`src/rtl/randomlogic_2.sv`:
```
// randomlogic_2: registered three-way operand selector.
// Out is loaded each clock with A, B or C. Cond1 has the highest priority.
// B is taken when Cond2 is set and C is below THRESH. Otherwise C is taken.
// The B path is pre-qualified with !Cond1, so the late C < THRESH compare
// feeds the first and shortest decode level.
module randomlogic_2 #(
   parameter int WIDTH  = 8,
   parameter int THRESH = 8
) (
   input  logic             clk,
   input  logic             rst,
   input  logic [WIDTH-1:0] A,
   input  logic [WIDTH-1:0] B,
   input  logic [WIDTH-1:0] C,
   input  logic             Cond1,
   input  logic             Cond2,
   output logic [WIDTH-1:0] Out
);

   localparam logic [WIDTH-1:0] LP_THRESH = WIDTH'(THRESH);

   logic             w_cond_b;
   logic             w_c_lt;
   logic             w_sel_b;
   logic [WIDTH-1:0] w_next;
   logic [WIDTH-1:0] r_out;

   // Decode the select and pick the next operand; the B term is checked first because Cond1 is already folded out of it.
   always_comb begin
      w_cond_b = Cond2 & ~Cond1;
      w_c_lt   = (C < LP_THRESH);
      w_sel_b  = w_cond_b & w_c_lt;
      w_next   = C;
      if (w_sel_b) begin
         w_next = B;
      end else if (Cond1) begin
         w_next = A;
      end
   end

   // Output register: sync reset clears it, otherwise it captures the selected operand.
   always_ff @(posedge clk) begin
      if (rst) begin
         r_out <= '0;
      end else begin
         r_out <= w_next;
      end
   end

   assign Out = r_out;

endmodule

```
`config.mk`:
```
export PLATFORM = sky130hd
export DESIGN_NAME = randomlogic_2
export DESIGN_NICKNAME = d
export VERILOG_FILES = /design/src/rtl/randomlogic_2.sv
export SDC_FILE = /design/constraint.sdc
export NUM_CORES = 1
export LEC_CHECK = 0
export BUFFER_PORTS_ARGS = -buffer_cell sky130_fd_sc_hd__buf_2
export CAP_MARGIN = 15
export CORE_AREA = 2 2 39 41
export CTS_CLUSTER_DIAMETER = 60
export DETAILED_ROUTE_END_ITERATION = 8
export DIE_AREA = 0 0 41 43
export PLACE_DENSITY = 0.68
export SKIP_CTS_REPAIR_TIMING = 1
export SLEW_MARGIN = 15
export SYNTH_ARGS = -nofsm -noshare
export SYNTH_HDL_FRONTEND = slang
export SYNTH_SLANG_ARGS = --single-unit
```
`constraint.sdc`:
```
create_clock -name clk -period 1.9 [get_ports clk]
set_input_delay 0.38 -clock clk [delete_from_list [all_inputs] [get_ports clk]]
set_output_delay 0.38 -clock clk [all_outputs]
set_load 0.01 [all_outputs]
```
* Yosys cells after proc, flatten, opt, wreduce, memory -nomap -nowiden
Cells that the tools add are included.
** Word-level totals
- Register bits :: 8
- Bits in latches :: 0
- Memory bits (writable) :: 0
- Memory bits (read-only) :: 0
- Input bits :: 28
- Memories kept :: 0
** Cells by class
- Add/sub/neg operators :: 0
- $mul :: 0
- Div/mod/pow operators :: 0
- Magnitude comparators :: 1
- Eq/ne operators :: 0
- Shifts and indexed selects :: 0
- Multiplexer cells :: 2
- Bitwise operators :: 3
- Reductions and logical operators :: 0
** Operator list (count)
- $mux W8 :: 2
- $lt A8 B4 Y1 const B :: 1
- $and A1 B1 Y1 :: 2
- $not A1 Y1 :: 1

* Logic depth before layout (Yosys ltp)
- Depth after elaboration :: 4
- Mapped depth :: 4
- Mapped depth without buffers :: 3

* Worst setup path after synthesis
OpenSTA, ideal clock, no wires.
- Kind :: input to register
- Start :: in Cond1
- End :: reg r_out[0], in the netlist Out[0]
- Data arrival time :: 1094 ps
- Path slack :: 688 ps
- Stages on the path :: 4
- Path buffers :: 1
- Path through :: buf_6 nor4b_4 a31o_2 a21oi_1
** Between the ends
- Word-level cells in the longest chain between the ends :: 4
- Elaborated cells between the ends (all ways) :: 5
- Those cells by class :: mux: 2; bitwise: 3
** RTL lines
- start: declaration :: RTL line 15 : input logic Cond1,
- $not A1 Y1 :: RTL line 30 : w_cond_b = Cond2 & ~Cond1;
- $and A1 B1 Y1 :: RTL line 30
- $and A1 B1 Y1 :: RTL line 32 : w_sel_b = w_cond_b & w_c_lt;
- $mux W8 * :: RTL line 34 : if (w_sel_b) begin
- end signal: assignment :: RTL line 46 : r_out <= w_next;
- end: declaration :: RTL line 26 : logic [WIDTH-1:0] r_out;
Every way passes the cells marked *; elsewhere a longest branch is shown, timed or not.
A chain may end at the register's enable or synchronous reset.

* Worst setup path after layout
Same ends and word-level chain as after synthesis.

==> results.sh <==
export IMPL_syn_nets=69
export IMPL_htreeDepth=1
export IMPL_final_max_slew_viol_count=0
export IMPL_dr_first_iter_drc_count=1
export IMPL_mostFrequentLayoutCells="buf_2, dfxtp_1, mux2i_1"
export IMPL_outcome="finished clean"
export IMPL_fp_dieW_um=41
export IMPL_worstSetupPathType="in2reg"
export IMPL_grt_max_degree=14
export IMPL_antenna_found_initial=0
export IMPL_largest_reg_flops=8
export IMPL_final_cells=93
export IMPL_grt_overflow_total=0
export IMPL_cp_cell_sequence="buf_2, nor4b_4, a31o_2, a21oi_1"
export IMPL_arrival_ps=1240
export IMPL_post_drt_wl_per_cell_um=11.23
export IMPL_layout_setup_ws_ps=794.0
export IMPL_grt_pass1_vias=452
export IMPL_diodes=0
export IMPL_yosys_cell_types_count=12
export IMPL_tns_ps=0
export IMPL_cts_root_buf="clkbuf_4"
export IMPL_cp_slowest_cell="nor4b_4"
export IMPL_power_leakage_nw=0.3334
export IMPL_die_area_um2=1763
export IMPL_placedCellCount=90
export IMPL_crit_path_max_fanout=9
export IMPL_die_h_um=43
export IMPL_critPathRequiredTime_ps=2030
export IMPL_yosys_warnings=0
export IMPL_relSlewSlack_pct=75.86
export IMPL_layout_nets=107
export IMPL_synthCells=41
export IMPL_synth_area_um2=414.1
export IMPL_cts_sinks=8
export IMPL_syn_area_per_cell_um2=10.10
export IMPL_fin_crit_sh_pct=58.21
export IMPL_start_kind="input pin"
export IMPL_powerDensity_nw_per_um2=646.5
export IMPL_rows=14
export IMPL_setup_violations_final=0
export IMPL_max_stage_delay_ps=410
export IMPL_fin_crit_ps=1106
export IMPL_portBuffers=35
export IMPL_pre_cts_ws_ps=533.3
export IMPL_remaining_drc_errors=0
export IMPL_via_per_inst=4.828
export IMPL_rsz0062_at_grt="false"
export IMPL_gp_congestion=0.7061
export IMPL_cts_tree="done"
export IMPL_totalWireLength_um=1044
export IMPL_io_pins=36
export IMPL_initial_core_util_pct=29.93
export IMPL_min_path_type="in2reg"
export IMPL_yosysSeqAreaShare_pct=38.67
export IMPL_ir_drop_v=0.0002473
export IMPL_synth_seq_cells=8
export IMPL_coreArea_um2=1384
export IMPL_maxCapViolations=0
export IMPL_cts_inserted_buffers=3
export IMPL_syn_to_final_growth_pct=48.94
export IMPL_grt_pass1_wl_um=1483
export IMPL_fillers=147
export IMPL_drive_gt1_share_pct=55.84
export IMPL_worstMarginPinSlew_ps=360.6
export IMPL_clk_pin_slew_ps=60
export IMPL_hold_viol=0
export IMPL_drtPass1Iterations=3
export IMPL_hold_slack_ps=400.4
export IMPL_total_power_mw=0.3988
export IMPL_setup_worst_path_end_class="flip-flop"
export IMPL_antenna_left=0
export IMPL_max_freq_mhz=904.2
export IMPL_vias=449
export IMPL_cts_max_path_buffers=2
export IMPL_grt_usage_pct=12.44
export IMPL_final_common_cell="buf_2"
-- path summary, 6_finish.rpt --
check / from / cells past startpoint / endpoint
hold / removal: B[5] / 3 / Out[5]$_SDFF_PP0_
setup / recovery: Cond1 / 4 / Out[0]$_SDFF_PP0_
-- cell families after synthesis --
kind of cell / share of synthesized area [%]
compound gates: 17.52
simple gates: 20.84
flops: 38.67
buf+inv: 3.624
mux: 19.34
-- layer usage --
| metal | routed length (um) | vias up | GRT usage, % |
|---|---|---|---|
| li1 | - | 224 | - |
| met1 | 413 | 197 | 10.90 |
| met2 | 489 | 26 | 21.88 |
| met3 | 125 | 2 | 2.094 |
| met4 | 14 | 0 | 10.67 |
| met5 | 0 | - | 0 |
-- layout make-up --
type	count	area, um^2	area share [%]
flip-flops and latches	8	160.2	25.96
repair buffers	35	175.2	28.40
multi-input cells	31	239.0	38.74
well taps	16	20.02	3.245
clock buffers	3	22.52	3.651
-- synthesized netlist by cell type --
| cell | count | share of area [%] |
|---|---|---|
| nor2_1 | 4 | 3.6 |
| nand2_4 | 1 | 2.7 |
| a21oi_1 | 3 | 3.6 |
| nor4b_4 | 1 | 5.7 |
| dfxtp_1 | 8 | 39 |
| clkbuf_1 | 1 | 0.91 |
| nor3_1 | 1 | 1.2 |
| buf_6 | 1 | 2.7 |
| a31o_2 | 3 | 6.3 |
| o22ai_1 | 5 | 7.6 |
| mux2i_1 | 8 | 19 |
| nand2b_1 | 5 | 7.6 |
-- power breakdown --
group | switching, mW | total (mW) | internal, mW
Sequential | 0.00265 | 0.182 | 0.179
Combinational | 0.0403 | 0.0882 | 0.0479
Clock | 0.0564 | 0.129 | 0.0722
Total | 0.0993 | 0.399 | 0.299
-- critical path, delay by kind of cell --
family | cells | cell delay [ps]
buffers and inverters | 1 | 190
AO/OA/AOI/OAI | 2 | 260
AND/OR/NAND/NOR | 1 | 410
-- through the flow --
| step | cell area [um^2] | utilization [%] |
|---|---|---|
| after floorplan | 414.1 | - |
| after global placement | 594.3 | 42.95 |
| after detailed placement | 594.3 | 42.95 |
| after CTS | 616.8 | 44.57 |
| after global routing | 616.8 | 44.57 |
| final | 616.8 | 44.57 |
Power figures use the tool's default switching activity.
